**src/rtl/lsb_mem_ctrl.sv**
```systemverilog
// lsb_mem_ctrl: byte-serial RAM/IO responder for the load/store buffer.
// One request in flight; loads return tagged data, stores a done pulse.
module lsb_mem_ctrl #(
   parameter int ID_W   = 4,
   parameter int ADDR_W = 32
) (
   input  logic              clk_in,
   input  logic              rst_in,
   input  logic              rdy_in,
   input  logic              flush,
   input  logic              req_valid,
   output logic              req_ready,
   input  logic              req_we,
   input  logic [1:0]        req_size,
   input  logic              req_signed,
   input  logic [ADDR_W-1:0] req_addr,
   input  logic [31:0]       req_wdata,
   input  logic [ID_W-1:0]   req_id,
   output logic              mem2lsb_load_en,
   output logic [ID_W-1:0]   mem2lsb_load_id,
   output logic [31:0]       mem2lsb_load_val,
   output logic              mem2lsb_store_en,
   input  logic [7:0]        mem_din,
   output logic [7:0]        mem_dout,
   output logic [ADDR_W-1:0] mem_a,
   output logic              mem_wr,
   input  logic              io_buffer_full
);

   typedef enum logic [1:0] {
      S_IDLE,
      S_LOAD,
      S_STORE,
      S_RESP
   } state_t;

   state_t            r_state;
   state_t            w_state_nx;
   logic [2:0]        r_idx;
   logic [2:0]        w_idx_nx;
   logic [31:0]       r_data;
   logic [31:0]       w_data_nx;
   logic [ADDR_W-1:0] r_addr;
   logic [31:0]       r_wdata;
   logic [ID_W-1:0]   r_id;
   logic [1:0]        r_size;
   logic              r_signed;
   logic              r_we;

   logic              w_accept;
   logic [2:0]        w_n;
   logic [1:0]        w_cap;
   logic [2:0]        w_rd_idx;
   logic [2:0]        w_off;
   logic [ADDR_W-1:0] w_cur_addr;
   logic              w_is_io;
   logic              w_wr_go;
   logic [31:0]       w_ext;

   assign req_ready = (r_state == S_IDLE) & rdy_in & ~flush;
   assign w_accept  = req_valid & req_ready;

   always_comb begin
      unique case (r_size)
         2'b00:   w_n = 3'd1;
         2'b01:   w_n = 3'd2;
         default: w_n = 3'd4;
      endcase
   end

   assign w_cap = 2'(r_idx - 3'd1);

   // While stalled, keep presenting the address of the byte still owed,
   // so mem_din holds that byte on the first cycle after resume.
   always_comb begin
      if (rdy_in && (r_idx < w_n)) begin
         w_rd_idx = r_idx;
      end else if (r_idx != 3'd0) begin
         w_rd_idx = r_idx - 3'd1;
      end else begin
         w_rd_idx = 3'd0;
      end
   end

   assign w_off      = (r_state == S_LOAD) ? w_rd_idx : r_idx;
   assign w_cur_addr = r_addr + ADDR_W'(w_off);
   assign w_is_io    = (w_cur_addr[17:16] == 2'b11);
   assign w_wr_go    = (r_state == S_STORE) & rdy_in
                     & ~(w_is_io & io_buffer_full);

   always_comb begin
      unique case (r_size)
         2'b00: w_ext = r_signed ? {{24{r_data[7]}}, r_data[7:0]}
                                 : {24'd0, r_data[7:0]};
         2'b01: w_ext = r_signed ? {{16{r_data[15]}}, r_data[15:0]}
                                 : {16'd0, r_data[15:0]};
         default: w_ext = r_data;
      endcase
   end

   always_comb begin
      w_state_nx = r_state;
      w_idx_nx   = r_idx;
      w_data_nx  = r_data;
      if (rdy_in) begin
         unique case (r_state)
            S_IDLE: begin
               if (w_accept) begin
                  w_idx_nx   = 3'd0;
                  w_data_nx  = 32'd0;
                  w_state_nx = req_we ? S_STORE : S_LOAD;
               end
            end
            S_LOAD: begin
               if (flush) begin
                  w_state_nx = S_IDLE;
               end else begin
                  if (r_idx != 3'd0) begin
                     w_data_nx[{w_cap, 3'b000} +: 8] = mem_din;
                  end
                  if (r_idx == w_n) begin
                     w_state_nx = S_RESP;
                  end else begin
                     w_idx_nx = r_idx + 3'd1;
                  end
               end
            end
            S_STORE: begin
               if (w_wr_go) begin
                  if (r_idx == (w_n - 3'd1)) begin
                     w_state_nx = S_RESP;
                  end else begin
                     w_idx_nx = r_idx + 3'd1;
                  end
               end
            end
            S_RESP: begin
               w_state_nx = S_IDLE;
            end
            default: begin
               w_state_nx = S_IDLE;
            end
         endcase
      end
   end

   always_ff @(posedge clk_in or posedge rst_in) begin
      if (rst_in) begin
         r_state  <= S_IDLE;
         r_idx    <= 3'd0;
         r_data   <= 32'd0;
         r_addr   <= '0;
         r_wdata  <= 32'd0;
         r_id     <= '0;
         r_size   <= 2'd0;
         r_signed <= 1'b0;
         r_we     <= 1'b0;
      end else begin
         r_state <= w_state_nx;
         r_idx   <= w_idx_nx;
         r_data  <= w_data_nx;
         if (w_accept) begin
            r_addr   <= req_addr;
            r_wdata  <= req_wdata;
            r_id     <= req_id;
            r_size   <= req_size;
            r_signed <= req_signed;
            r_we     <= req_we;
         end
      end
   end

   always_comb begin
      mem_a            = '0;
      mem_dout         = 8'd0;
      mem_wr           = w_wr_go;
      mem2lsb_load_en  = 1'b0;
      mem2lsb_store_en = 1'b0;
      mem2lsb_load_id  = '0;
      mem2lsb_load_val = 32'd0;
      if (r_state == S_LOAD || r_state == S_STORE) begin
         mem_a = w_cur_addr;
      end
      if (r_state == S_STORE) begin
         mem_dout = r_wdata[{r_idx[1:0], 3'b000} +: 8];
      end
      // A flush kills a pending load answer but never a committed store.
      if (r_state == S_RESP && rdy_in) begin
         if (r_we) begin
            mem2lsb_store_en = 1'b1;
         end else if (!flush) begin
            mem2lsb_load_en  = 1'b1;
            mem2lsb_load_id  = r_id;
            mem2lsb_load_val = w_ext;
         end
      end
   end

endmodule

```
**config.mk**
```make
export PLATFORM = sky130hd
export DESIGN_NAME = lsb_mem_ctrl
export DESIGN_NICKNAME = d
export VERILOG_FILES = /design/src/rtl/lsb_mem_ctrl.sv
export SDC_FILE = /design/constraint.sdc
export NUM_CORES = 1
export LEC_CHECK = 0
export ABC_CLOCK_PERIOD_IN_PS = 13400
export BUFFER_PORTS_ARGS = -buffer_cell sky130_fd_sc_hd__buf_2
export CORE_MARGIN = 8
export CORE_UTILIZATION = 35
export CTS_CLUSTER_DIAMETER = 120
export DETAILED_ROUTE_END_ITERATION = 16
export GPL_ROUTABILITY_DRIVEN = 0
export SYNTH_ARGS = -nofsm -noshare
export SYNTH_HDL_FRONTEND = slang
export SYNTH_SLANG_ARGS = --single-unit
```
**constraint.sdc**
```tcl
create_clock -name clk_in -period 13.4 [get_ports clk_in]
set_clock_uncertainty 0.05 [all_clocks]
set_input_delay 1.34 -clock clk_in [delete_from_list [all_inputs] [get_ports clk_in]]
set_output_delay 1.34 -clock clk_in [all_outputs]
set_load 0.03 [all_outputs]
```
---- Word-level counts from Yosys, hierarchy flattened ----
Cells that the tools add are included.
storage, ports and cells
  bits in registers ....................... 109
  bits of input ports ..................... 86
  output and inout port bits .............. 80
  logic and storage cells ................. 90
cells by class
  add/sub/neg operators ................... 5
  $lt $le $gt $ge ......................... 1
  equality and inequality tests ........... 15
  shifts and indexed selects .............. 3
  muxes and demuxes ....................... 38
  bitwise operators ....................... 8
  reductions and logical operators ........ 11
operators by type and width
  kind                      count
  $mux W32                  9
  $pmux W32 S2              2
  $add A32 B3 Y32           1
  $bwmux W32                1
  $shift A8 B7 Y32 const A  1
  $shiftx A32 B6 Y8         1
  $shiftx A8 B7 Y32         1
  $mux W3                   8
  $mux W2                   6
  $mux W4                   3
  $ne A2 B2 Y1 const B      6
  $reduce_and A5 Y1         2
  $pmux W3 S3               1
  $mux W8                   1
  $pmux W2 S4               1
  $neg A5 Y7                1
  $reduce_and A7 Y1         1
  $and A1 B1 Y1             6
  $eq A2 B2 Y1 const B      3
  $eq A3 B3 Y1              2
  $pmux W3 S2               1
  $reduce_bool A3 Y1        2
  $sub A3 B1 Y3 const B     2
  $mux W1                   5
  other kinds (10)          14

---- Logic depth before layout (Yosys ltp) ----
Gate-level depths: netlist of the first run.
  word-level depth ........................ 13
  gate-level depth with buffers ........... 19
  mapped depth without buffers ............ 17

---- Least setup slack after synthesis of the first run ----
No wires, ideal clock.
  path type ............................... reg2out
  start point ............................. reg r_size[1]
  end point ............................... out mem_a[24]
  arrival ................................. 3925 ps
  data required time ...................... 12010 ps
  path slack .............................. 8085 ps
  stages on the path, launching flop included .. 19
  buffers on the path ..................... 2
  cell sequence ........................... dfrtp_1 -> clkbuf_1 -> clkbuf_1 -> inv_1 -> nand2_1 -> ha_1 -> nor2b_1 -> o21ai_0 -> a31oi_1 -> o21ai_0 -> ha_1 -> inv_1 -> fa_1 -> nor2b_1 -> o2111ai_1 -> nor3_1 -> nand4_1 -> xnor2_1 -> and2_1
on the way
  longest elaborated chain between the ends .. 8
  elaborated cells between the ends (all ways) .. 9
  classes of those cells .................. add/sub: 1; order compare: 1; eq/ne: 1; mux: 4; reduce/logical: 2
ends and longest elaborated chain
  element                                                  line  text
  start: declaration                                       46    logic [1:0] r_size;
  start signal: assignment                                 166   r_size <= req_size;
  $eq A2 B1 Y1 / $logic_not A2 Y1 (equally long branches)  64    unique case (r_size)
  $pmux W3 S2 *                                            64
  $lt A3 B3 Y1 *                                           76    if (rdy_in && (r_idx < w_n)) begin
  $logic_and A1 B1 Y1 *                                    76
  $mux W3 *                                                76
  $mux W3 *                                                85    assign w_off = (r_state == S_LOAD) ? w_rd_idx : r_idx;
  $add A32 B3 Y32 *                                        86    assign w_cur_addr = r_addr + ADDR_W'(w_off);
  $mux W32 *                                               181   if (r_state == S_LOAD || r_state == S_STORE) begin
  end: declaration                                         25    output logic [ADDR_W-1:0] mem_a,
Every way passes the cells marked *; elsewhere a longest branch is shown, timed or not.

---- Worst setup path in the final report of the first run ----
  start point ............................. reg r_idx[0]
  end point ............................... out mem_a[26]
on the way
  longest elaborated chain between the ends .. 6
  elaborated cells between the ends (all ways) .. 9
  classes of those cells .................. add/sub: 2; order compare: 1; mux: 4; reduce/logical: 2
ends and longest elaborated chain
  element                                                line    text
  start: declaration                                     39      logic [2:0] r_idx;
  start signal: assignment                               160     r_idx <= w_idx_nx;
  $sub A3 B1 Y3, or another cell as far along            79      w_rd_idx = r_idx - 3'd1;
  $mux W3 / $logic_and A1 B1 Y1 (equally long branches)  78, 76
  $mux W3                                                76
  $mux W3 *                                              85
  $add A32 B3 Y32 *                                      86
  $mux W32 *                                             181
Marks and branches as above.

==> metrics.md, run 1 <==
| Metric | Value |
|---|---|
| Global-route wire length before repair | 25300 um |
| Critical path's top delay family | simple AND/OR/NAND/NOR gates |
| Power Density | 225.9 nW/um^2 |
| H-tree level count | 3 |
| Slew Limit Fails | 0 |
| CP max-delay cell | dfrtp_1 |
| WHS Endpoint | r_id[2]$_DFFE_PP0P_ |
| Max Cap Viol | 0 |
| CP Capture Type | primary output |
| Hold_sp | r_id[2]$_DFFE_PP0P_ |
| Largest net degree at the start of global routing | 74 |
| Antenna violations before repair | 0 |
| Status | complete, no violations |
| Unique masters post-synth | 46 |
| Setup TNS | 0 ps |
| Critical path arrival | 5070 ps |
| # rows | 48 |
| Post-CTS sizing | 0 |
| Reg2reg path depth | 16 |
| Max-Slew Margin vs Limit | 22.12% |
| Net Switching | 0.0007086 W |
| DR WL/cell | 16.56 um |
| Pint | 0.0009374 W |
| I/O Pins | 166 |
| Hold Path Class | flip-flop to flip-flop |
| Syn Nets | 670 |
| Buf/Inv on CP | 3 |
| Yosys warns | 0 |
| WS Path Type | flip-flop to primary output |
| Post-Layout Cell Count | 947 |
| Total placed cells including tap cells | 932 |
| Reg2reg start | r_idx[0]$_DFFE_PP0P_ |
| CTS buffer count | 9 |
| Core Area | 17060 sq um |
| TritonRoute pass-1 iters | 4 |
| CTS Sinks | 109 |
| Worst-Skew Late Latency | 360 ps |
| Worst-path cell chain | inv_1 > ha_1 > nor2b_1 > o21ai_0 > a31oi_1 > nand2_1 > o21ai_0 > ha_1 > inv_1 > fa_1 > nor2b_1 > o2111ai_1 > nor3_1 > nand3_1 > xnor2_1 > and2_1 > buf_2 |
| IR drop worst, VDD | 0.1058 mV |
| DP HPWL | 11710 um |
| Nature of the critical path startpoint | flip-flop |
| EDFF count, synth | 0 |
| Avg Inst Size Synth | 10.61 sq um |
| Clk network pwr share | 14.9% |
| Total gr overflow | 0 |
| Area Overhead vs Synth | 21.38% |
| Post-route DRC | 0 |
| CP required | 12010 ps |
| Final setup fails | 0 |
| Lkg Pwr | 3.486 nW |
| Minimum clock period | 6462 ps |
| Placed inst area | 7029 sq um |
| Flop pwr share | 37.0% |
| CTS max path bufs | 2 |
| Routed wire length | 15680 um |
| Worst Path Max Fanout | 15 |
| FMAX | 0.1547 GHz |
| Worst hold stages | 1 |
| Hold Violations, Final | 0 |
| Max stage delay on crit path | 830 ps |
| Vias per inst | 4.836 |
| CTS tree | built |
| Fraction of registers with async set/reset | 100.0% |
| Share of post-route cells with drive strength above 1 | 36.89% |
| Flops & latches, synth | 109 |
| Fin crit share | 48.23% |
| RR Endpoint | r_idx[0]$_DFFE_PP0P_ |
| Main flop type after synthesis | dfrtp_1 |
| Sequential-to-total area share from yosys stat | 45.44% |
| Final Cell Area | 7287 sq um |
| Comb pwr share | 48.0% |
| Gate Count Post-Synth | 566 |
| Via count | 4580 |
| GRT Resource Usage Total | 14.61% |
| Slew @ Worst Pin | 1157 ps |
| Vias in the first global route | 4803 |
| Post-CTS Setup Repair Bufs | 0 |
| IO buf count | 165 |
| Worst R2R Setup Slack | 8830 ps |
| Worst-path clk slew | 70 ps |
| Sw Ratio | 43.05% |
| Unrepaired setup endpoints after global routing | false |
| Die area | 21600 sq um |
| CTS root buffer | clkbuf_16 |
| Initial DRC count | 204 |
| Antenna viol nets, final | 0 |
| Initial Util | 35.20% |
| Hold buffer count at CTS | 0 |
| Die height | 147.0 um |
| Mapped Area | 6003 sq um |
| Chip Width | 147.0 um |
| Final net count | 822 |
cell usage after synthesis (11+ instances only):
master,instances,area share [%]
ha_1,17,3.5
inv_1,42,2.6
xnor2_1,20,2.9
dfrtp_1,109,45
nand3_1,35,2.9
o21ai_0,38,3.2
a21oi_1,32,2.7
nand2_1,22,1.4
mux2_2,72,14
nor2b_1,11,1.1
and2_1,46,4.8
nor2_1,13,0.81
clkbuf_1,23,1.4
final cells by class:
| cell class | instances | area [sq um] |
|---|---|---|
| antenna | 1 | 2.502 |
| clock buffer | 11 | 232.7 |
| clock inverter | 3 | 22.52 |
| fill | 1716 | 9769 |
| inverter | 42 | 160.2 |
| multi-input combinational | 389 | 3019 |
| sequential | 109 | 2728 |
| tap | 225 | 281.5 |
| timing repair buffer | 167 | 840.8 |
power by group through the flow:
stage	Sequential, W	Clock, W	Combinational [W]
6_report	0.000610	0.000246	0.000790
5_1_grt	0.000634	0.000266	0.000866
4_1_cts	0.000611	0.000254	0.000805
3_5_place_dp	0.000616	0	0.000801
3_3_place_gp	0.000613	0	0.000795
2_1_floorplan	0.000555	0	0.000640
layout by cell type (no fill, tap or decap), types with 9 or more instances in the layout:
cell type and count:
dfrtp_1 109, a21oi_1 32, o21ai_0 38, clkbuf_16 9
nand3_1 35, inv_1 41, nor2_1 13, xnor2_1 20
ha_1 17, mux2_2 72, and2_1 46, buf_2 165
nand2_1 21, nor2b_1 11
layer usage:
layer	wire length, um	vias up	track usage, %	part of all wire [%]
met2	7680	93	24.19	49
met1	7240	2203	18.60	46
met3	543	13	2.953	3.5
met4	214	0	5.150	1.4
met5	0	-	0	0
li1	-	2271	-	-
worst register-to-register path: cells and delay by family, from the launching register on:
| family | cells | cell delay, ps |
|---|---|---|
| buffers and inverters | 2 | 380 |
| adder cells (fa/ha/maj) | 3 | 880 |
| multiplexers | 1 | 230 |
| AND/OR/NAND/NOR | 4 | 760 |
| flip-flops | 1 | 830 |
| AO/OA/AOI/OAI | 6 | 1350 |
registers in the layout (all words and copies together), names as in the netlist:
| signal | count |
|---|---|
| r_size | 2 |
| r_we | 1 |
| r_id | 4 |
| r_data | 32 |
| r_idx | 3 |
| r_state | 2 |
| r_addr | 32 |
| r_wdata | 32 |
| r_signed | 1 |
how the worst max path moves through the flow:
stage | start | endpoint | depth (start not counted)
after floorplan | r_size[1]$_DFFE_PP0P_ | mem_a[24] | 18
after global placement | r_idx[0]$_DFFE_PP0P_ | mem_a[24] | 17
after detailed placement | r_idx[0]$_DFFE_PP0P_ | mem_a[26] | 17
after CTS | r_idx[0]$_DFFE_PP0P_ | mem_a[26] | 17
after global routing | r_idx[0]$_DFFE_PP0P_ | mem_a[24] | 17
final | r_idx[0]$_DFFE_PP0P_ | mem_a[26] | 17
metrics by stage:
stage,util [%],hold slack [ps],setup WS [ps],total power (W)
global placement,41.21,429.6,7406,0.001408
floorplan,-,405.8,8085,0.001196
CTS,42.71,451.8,6856,0.001670
global route,42.71,469.6,6340,0.001767
detailed placement,41.21,435.7,7269,0.001418
finish,42.72,444.6,6938,0.001646
kinds of logic (layout without fill, tap and decap cells):
logic type                 count (synthesis)  in the layout  synth area share (%)
and+or+nand+nor                          163            163                 15.47
other                                      0              1                     0
AOI/OAI and AO/OA                         94             94                 9.191
xor gates and xnor gates                  28             28                 4.085
DFF                                      109            109                 45.44
muxes                                     86             86                 17.55
adders and majority gates                 18             18                 3.877
buffers and inverters                     68            223                 4.397
Note: power is estimated with default switching activity, not from simulation.
==> inputs of run 2 (changes only) <==
--- a/config.mk
+++ b/config.mk
@@ -5,7 +5,7 @@
 export SDC_FILE = /design/constraint.sdc
 export NUM_CORES = 1
 export LEC_CHECK = 0
-export ABC_CLOCK_PERIOD_IN_PS = 13400
+export ABC_CLOCK_PERIOD_IN_PS = 6600
 export BUFFER_PORTS_ARGS = -buffer_cell sky130_fd_sc_hd__buf_2
 export CORE_MARGIN = 8
 export CORE_UTILIZATION = 35
==> constraint.sdc (replaced) <==
create_clock -name clk_in -period 6.6 [get_ports clk_in]
set_clock_uncertainty 0.05 [all_clocks]
set_input_delay 0.66 -clock clk_in [delete_from_list [all_inputs] [get_ports clk_in]]
set_output_delay 0.66 -clock clk_in [all_outputs]
set_load 0.03 [all_outputs]
==> run 2 against run 1 <==
  * Hold slack got worse by 69 ps
  * First-iteration DRC count down 0.49%
  * Largest power group unchanged
  * Total power is 110% higher
  * Largest cell class unchanged
  * Sequential power rose by 100%
==> metrics.md, run 2 (same netlist as run 1, synthesis figures left out) <==
| Metric | Value |
|---|---|
| Status | complete, no violations |
| Vias in the first global route | 4841 |
| Worst-Skew Late Latency | 350 ps |
| Hold Violations, Final | 0 |
| Vias per inst | 4.853 |
| RR Endpoint | r_idx[0]$_DFFE_PP0P_ |
| Worst Path Max Fanout | 15 |
| Reg2reg start | r_idx[0]$_DFFE_PP0P_ |
| Final net count | 822 |
| Antenna violations before repair | 0 |
| Worst R2R Setup Slack | 1930 ps |
| CTS Sinks | 109 |
| Worst Setup SP | r_idx[0]$_DFFE_PP0P_ |
| Post-route DRC | 0 |
| Largest net degree at the start of global routing | 74 |
| Post-CTS sizing | 0 |
| Lkg Pwr | 3.502 nW |
| Unrepaired setup endpoints after global routing | false |
| Max stage delay on crit path | 850 ps |
| CTS root buffer | clkbuf_16 |
| Most frequent cells in the layout | buf_2, dfrtp_1, mux2_2 |
| Antenna viol nets, final | 0 |
| Core Area | 17060 sq um |
| IO buf count | 165 |
| Nature of the critical path startpoint | flip-flop |
| Antenna Cells | 0 |
| Util after Layout | 42.93% |
| CP Capture Type | primary output |
| TritonRoute pass-1 iters | 4 |
| I/O Pins | 166 |
| Via count | 4601 |
| Area Overhead vs Synth | 21.97% |
| Share of post-route cells with drive strength above 1 | 37.34% |
| Power Density | 462.5 nW/um^2 |
| CP required | 5890 ps |
| Chip Width | 147.0 um |
| Hold Path Class | primary input to async pin |
| WS Path Type | flip-flop to primary output |
| CP max-delay cell | dfrtp_1 |
| Post-CTS Setup Repair Bufs | 0 |
| Critical path's top delay family | simple AND/OR/NAND/NOR gates |
| IR drop worst, VDD | 0.2349 mV |
| Minimum clock period | 5897 ps |
| Die height | 147.0 um |
| H-tree level count | 3 |
| Worst-path clk slew | 70 ps |
| Worst-path cell chain | inv_1 > ha_1 > nor2b_1 > o21ai_0 > a31oi_1 > nand2_1 > o21ai_0 > ha_1 > inv_1 > fa_1 > nor2b_1 > o2111ai_1 > nor3_1 > nand4_1 > xnor2_1 > and2_1 > buf_2 |
| Post-Layout Cell Count | 948 |
| Critical path arrival | 5190 ps |
| CP Depth | 17 |
| Total gr overflow | 0 |
| GRT Resource Usage Total | 14.83% |
| Initial Util | 35.20% |
| DR WL/cell | 16.60 um |
| Max-Slew Margin vs Limit | 21.32% |
| Slew Limit Fails | 0 |
| Total placed cells including tap cells | 932 |
| CTS max path bufs | 2 |
| CTS tree | built |
| Setup TNS | 0 ps |
| Slew @ Worst Pin | 1169 ps |
| Buf/Inv on CP | 3 |
| Final setup fails | 0 |
| Hold buffer count at CTS | 0 |
| Die area | 21600 sq um |
| Fin crit share | 89.34% |
| Routed wire length | 15740 um |
| Reg2reg path depth | 16 |
| Top Registers | r_addr: 32 flops, r_data: 32 flops, r_wdata: 32 flops |
| Global-route wire length before repair | 25720 um |
| Design Power | 0.003386 W |
| DP HPWL | 11760 um |
| Most common cell after layout, fill and taps aside | buf_2 |
| CP Capture Point | mem_a[24] |
| # rows | 48 |
| FMAX | 0.1696 GHz |
| CTS buffer count | 9 |
| Max Cap Viol | 0 |
| Initial DRC count | 203 |
run 2: cell types whose count changed in the layout (fill, tap and decap cells not counted), sizes merged:
cell      delta
clkinvlp     +1
clkbuf       -1
diode        -1
inv          +3
clkinv       -1
run 2: worst min-delay path by stage:
stage                                        end  slack (ps)  depth (start not counted)
after global routing      r_wdata[3]$_DFFE_PP0P_         430                          2
after CTS                 r_wdata[3]$_DFFE_PP0P_         410                          2
after detailed placement        r_we$_DFFE_PP0P_         440                          2
after floorplan                 r_we$_DFFE_PP0P_         410                          2
after global placement       r_id[2]$_DFFE_PP0P_         430                          1
final                     r_wdata[3]$_DFFE_PP0P_         380                          2
run 2: power breakdown:
| group | internal, W | switching (W) |
|---|---|---|
| registers | 0.000961 | 0.000275 |
| logic | 0.000688 | 0.000924 |
| clock network | 0.000274 | 0.000264 |
| total | 0.00192 | 0.00146 |
run 2: cell type report:
| type | count | area, sq um |
|---|---|---|
| repair buffers | 167 | 840.8 |
| fillers | 1691 | 9734 |
| multi-input cells | 389 | 3019 |
| clock buffers | 10 | 239.0 |
| inverters | 42 | 160.2 |
| flip-flops and latches | 109 | 2728 |
| well taps | 225 | 281.5 |
| clock inverters | 6 | 53.80 |
run 2: stage by stage:
stage	setup slack, ps	hold slack, ps	area, sq um
global placement	1283	430.3	7029
global route	178.8	433.9	7322
CTS	702.0	405.6	7322
detailed placement	1097	436.2	7029
floorplan	1965	405.8	6003
finish	703.4	375.8	7322
run 2: per-layer routing:
layer  wire length, um  GRT usage [%]  share of wire, %  up-vias
li1                  -              -                 -     2278
met1              7253          18.66                46     2223
met2              7733          24.88                49       85
met3               564          3.876               3.6       15
met4               187          3.672               1.2        0
met5                 0              0                 0        -
==> inputs of run 3 (changes only) <==
--- a/config.mk
+++ b/config.mk
@@ -5,7 +5,7 @@
 export SDC_FILE = /design/constraint.sdc
 export NUM_CORES = 1
 export LEC_CHECK = 0
-export ABC_CLOCK_PERIOD_IN_PS = 6600
+export ABC_CLOCK_PERIOD_IN_PS = 7100
 export BUFFER_PORTS_ARGS = -buffer_cell sky130_fd_sc_hd__buf_2
 export CORE_MARGIN = 8
 export CORE_UTILIZATION = 35
==> constraint.sdc (replaced) <==
create_clock -name clk_in -period 7.1 [get_ports clk_in]
set_clock_uncertainty 0.05 [all_clocks]
set_input_delay 0.71 -clock clk_in [delete_from_list [all_inputs] [get_ports clk_in]]
set_output_delay 0.71 -clock clk_in [all_outputs]
set_load 0.03 [all_outputs]
==> run 3 against run 2 <==
  * Final cell count stayed put
  * Flip-flop and latch count stayed put
  * Via count decreased by 0.28%
  * Core utilization is essentially flat
  * Global-route usage shrank 0.23 points
  * Count of clock-buffer cells in the layout unchanged
  * Combinational power down 7%
  * Highest routed layer unchanged
  * Largest cell class unchanged
==> metrics.md, run 3 (same netlist as run 1, synthesis figures left out) <==
| Metric | Value |
|---|---|
| Status | complete, no violations |
| Lkg Pwr | 3.504 nW |
| Area Overhead vs Synth | 21.95% |
| Hold Path Class | primary input to async pin |
| Initial DRC count | 245 |
| Power Density | 431.0 nW/um^2 |
| Setup TNS | 0 ps |
| Share of post-route cells with drive strength above 1 | 37.34% |
| Unrepaired setup endpoints after global routing | false |
| Comb pwr share | 47.6% |
| Max stage delay on crit path | 850 ps |
| Critical path arrival | 5180 ps |
| Post-CTS Setup Repair Bufs | 0 |
| CTS buffer count | 9 |
| CTS Sinks | 109 |
| Fin crit share | 83.60% |
| Initial Util | 35.20% |
| CP required | 6340 ps |
| CTS root buffer | clkbuf_16 |
| Nature of the critical path startpoint | flip-flop |
| Top sig layer | met4 |
| DR WL/cell | 16.60 um |
| Top Registers | r_addr: 32 flops, r_data: 32 flops, r_wdata: 32 flops |
| Post-CTS sizing | 0 |
| WL met3 | 654 um |
| # rows | 48 |
| Routed length on met2 | 7594 um |
| Die area | 21600 sq um |
| DP HPWL | 11670 um |
| H-tree level count | 3 |
| Slew @ Worst Pin | 1177 ps |
| Vias in the first global route | 4746 |
| WL met1 | 7281 um |
| Largest net degree at the start of global routing | 74 |
| Slew Limit Fails | 0 |
| Final setup fails | 0 |
| Clk network pwr share | 15.9% |
| Chip Width | 147.0 um |
| Reg2reg path depth | 16 |
| Final net count | 822 |
| I/O Pins | 166 |
| Antenna Cells | 0 |
| Antenna viol nets, final | 0 |
| Most common cell after layout, fill and taps aside | buf_2 |
| Reg2reg start | r_idx[0]$_DFFE_PP0P_ |
| Vias per inst | 4.840 |
| Sw Ratio | 43.33% |
| CTS tree | built |
| CP max-delay cell | dfrtp_1 |
| GRT Resource Usage Total | 14.60% |
| Hold buffer count at CTS | 0 |
| IR drop worst, VDD | 0.2355 mV |
| TritonRoute pass-1 iters | 4 |
| Worst-path clk slew | 70 ps |
| Worst-path cell chain | inv_1 > ha_1 > nor2b_1 > o21ai_0 > a31oi_1 > nand2_1 > o21ai_0 > ha_1 > inv_1 > fa_1 > nor2b_1 > o2111ai_1 > nor3_1 > nand4_1 > xnor2_1 > and2_1 > buf_2 |
| FMAX | 0.1685 GHz |
| CTS max path bufs | 2 |
| Most frequent cells in the layout | buf_2, dfrtp_1, mux2_2 |
| Via count | 4588 |
| Routed wire length | 15740 um |
| Worst Path Max Fanout | 15 |
| CP Capture Type | primary output |
| IO buf count | 165 |
| RR Endpoint | r_idx[1]$_DFFE_PP0P_ |
| Net Switching | 0.001367 W |
| Worst Setup SP | r_idx[0]$_DFFE_PP0P_ |
| Global-route wire length before repair | 25340 um |
| Max Cap Viol | 0 |
| Post-route DRC | 0 |
| Pint | 0.001788 W |
| WS Path Type | flip-flop to primary output |
| Total gr overflow | 0 |
| Hold Violations, Final | 0 |
| Worst-Skew Late Latency | 350 ps |
| Max-Slew Margin vs Limit | 20.98% |
| Minimum clock period | 5936 ps |
| Flop pwr share | 36.5% |
| Design Power | 0.003155 W |
| Antenna violations before repair | 0 |
| Core Area | 17060 sq um |
| Worst R2R Setup Slack | 2460 ps |
| Die height | 147.0 um |
==> run 3: per-layer routing <==
metal	vias up	track usage [%]
li1	2279	-
met1	2187	18.65
met2	106	24.12
met3	16	3.261
met4	0	4.589
met5	-	0
==> run 3: worst max path at each step <==
stage	endpoint	slack, ps	depth (start not counted)
final	mem_a[24]	1160	17
after global routing	mem_a[24]	620	17
after CTS	mem_a[24]	1140	17
after detailed placement	mem_a[24]	1560	17
after global placement	mem_a[24]	1730	17
after floorplan	mem_a[24]	2410	18
==> run 3: cell type report <==
cell class | instances | area [sq um]
clock inverter | 6 | 52.55
clock buffer | 10 | 239.0
sequential | 109 | 2728
inverter | 42 | 160.2
timing repair buffer | 167 | 840.8
tap | 225 | 281.5
fill | 1714 | 9736
multi-input combinational | 389 | 3019
==> run 3: power by group through the flow <==
stage | combinational [W] | sequential, W | clock [W]
3_3_place_gp | 0.00150 | 0.00116 | 0
4_1_cts | 0.00152 | 0.00115 | 0.000515
6_report | 0.00150 | 0.00115 | 0.000502
3_5_place_dp | 0.00151 | 0.00116 | 0
2_1_floorplan | 0.00121 | 0.00105 | 0
5_1_grt | 0.00165 | 0.00120 | 0.000541
==> run 3: critical path, delay by kind of cell (launching register included) <==
family / cells / cell delay [ps]
AND/OR/NAND/NOR: 6 / 1570
adder cells (fa/ha/maj): 3 / 890
AO/OA/AOI/OAI: 4 / 770
flip-flops: 1 / 850
XOR/XNOR: 1 / 160
buffers and inverters: 3 / 580
==> run 3: through the flow <==
| stage | instances | hold slack [ps] | worst slack, ps | instance area, sq um | util, % |
|---|---|---|---|---|---|
| 2_1_floorplan | 566 | 405.8 | 2415 | 6003 | - |
| 4_1_cts | 948 | 451.1 | 1145 | 7321 | 42.92 |
| 3_5_place_dp | 932 | 435.6 | 1563 | 7029 | 41.21 |
| 3_3_place_gp | 932 | 429.0 | 1726 | 7029 | 41.21 |
| 6_report | 948 | 429.2 | 1164 | 7321 | 42.92 |
| 5_1_grt | 948 | 476.6 | 620.5 | 7321 | 42.92 |
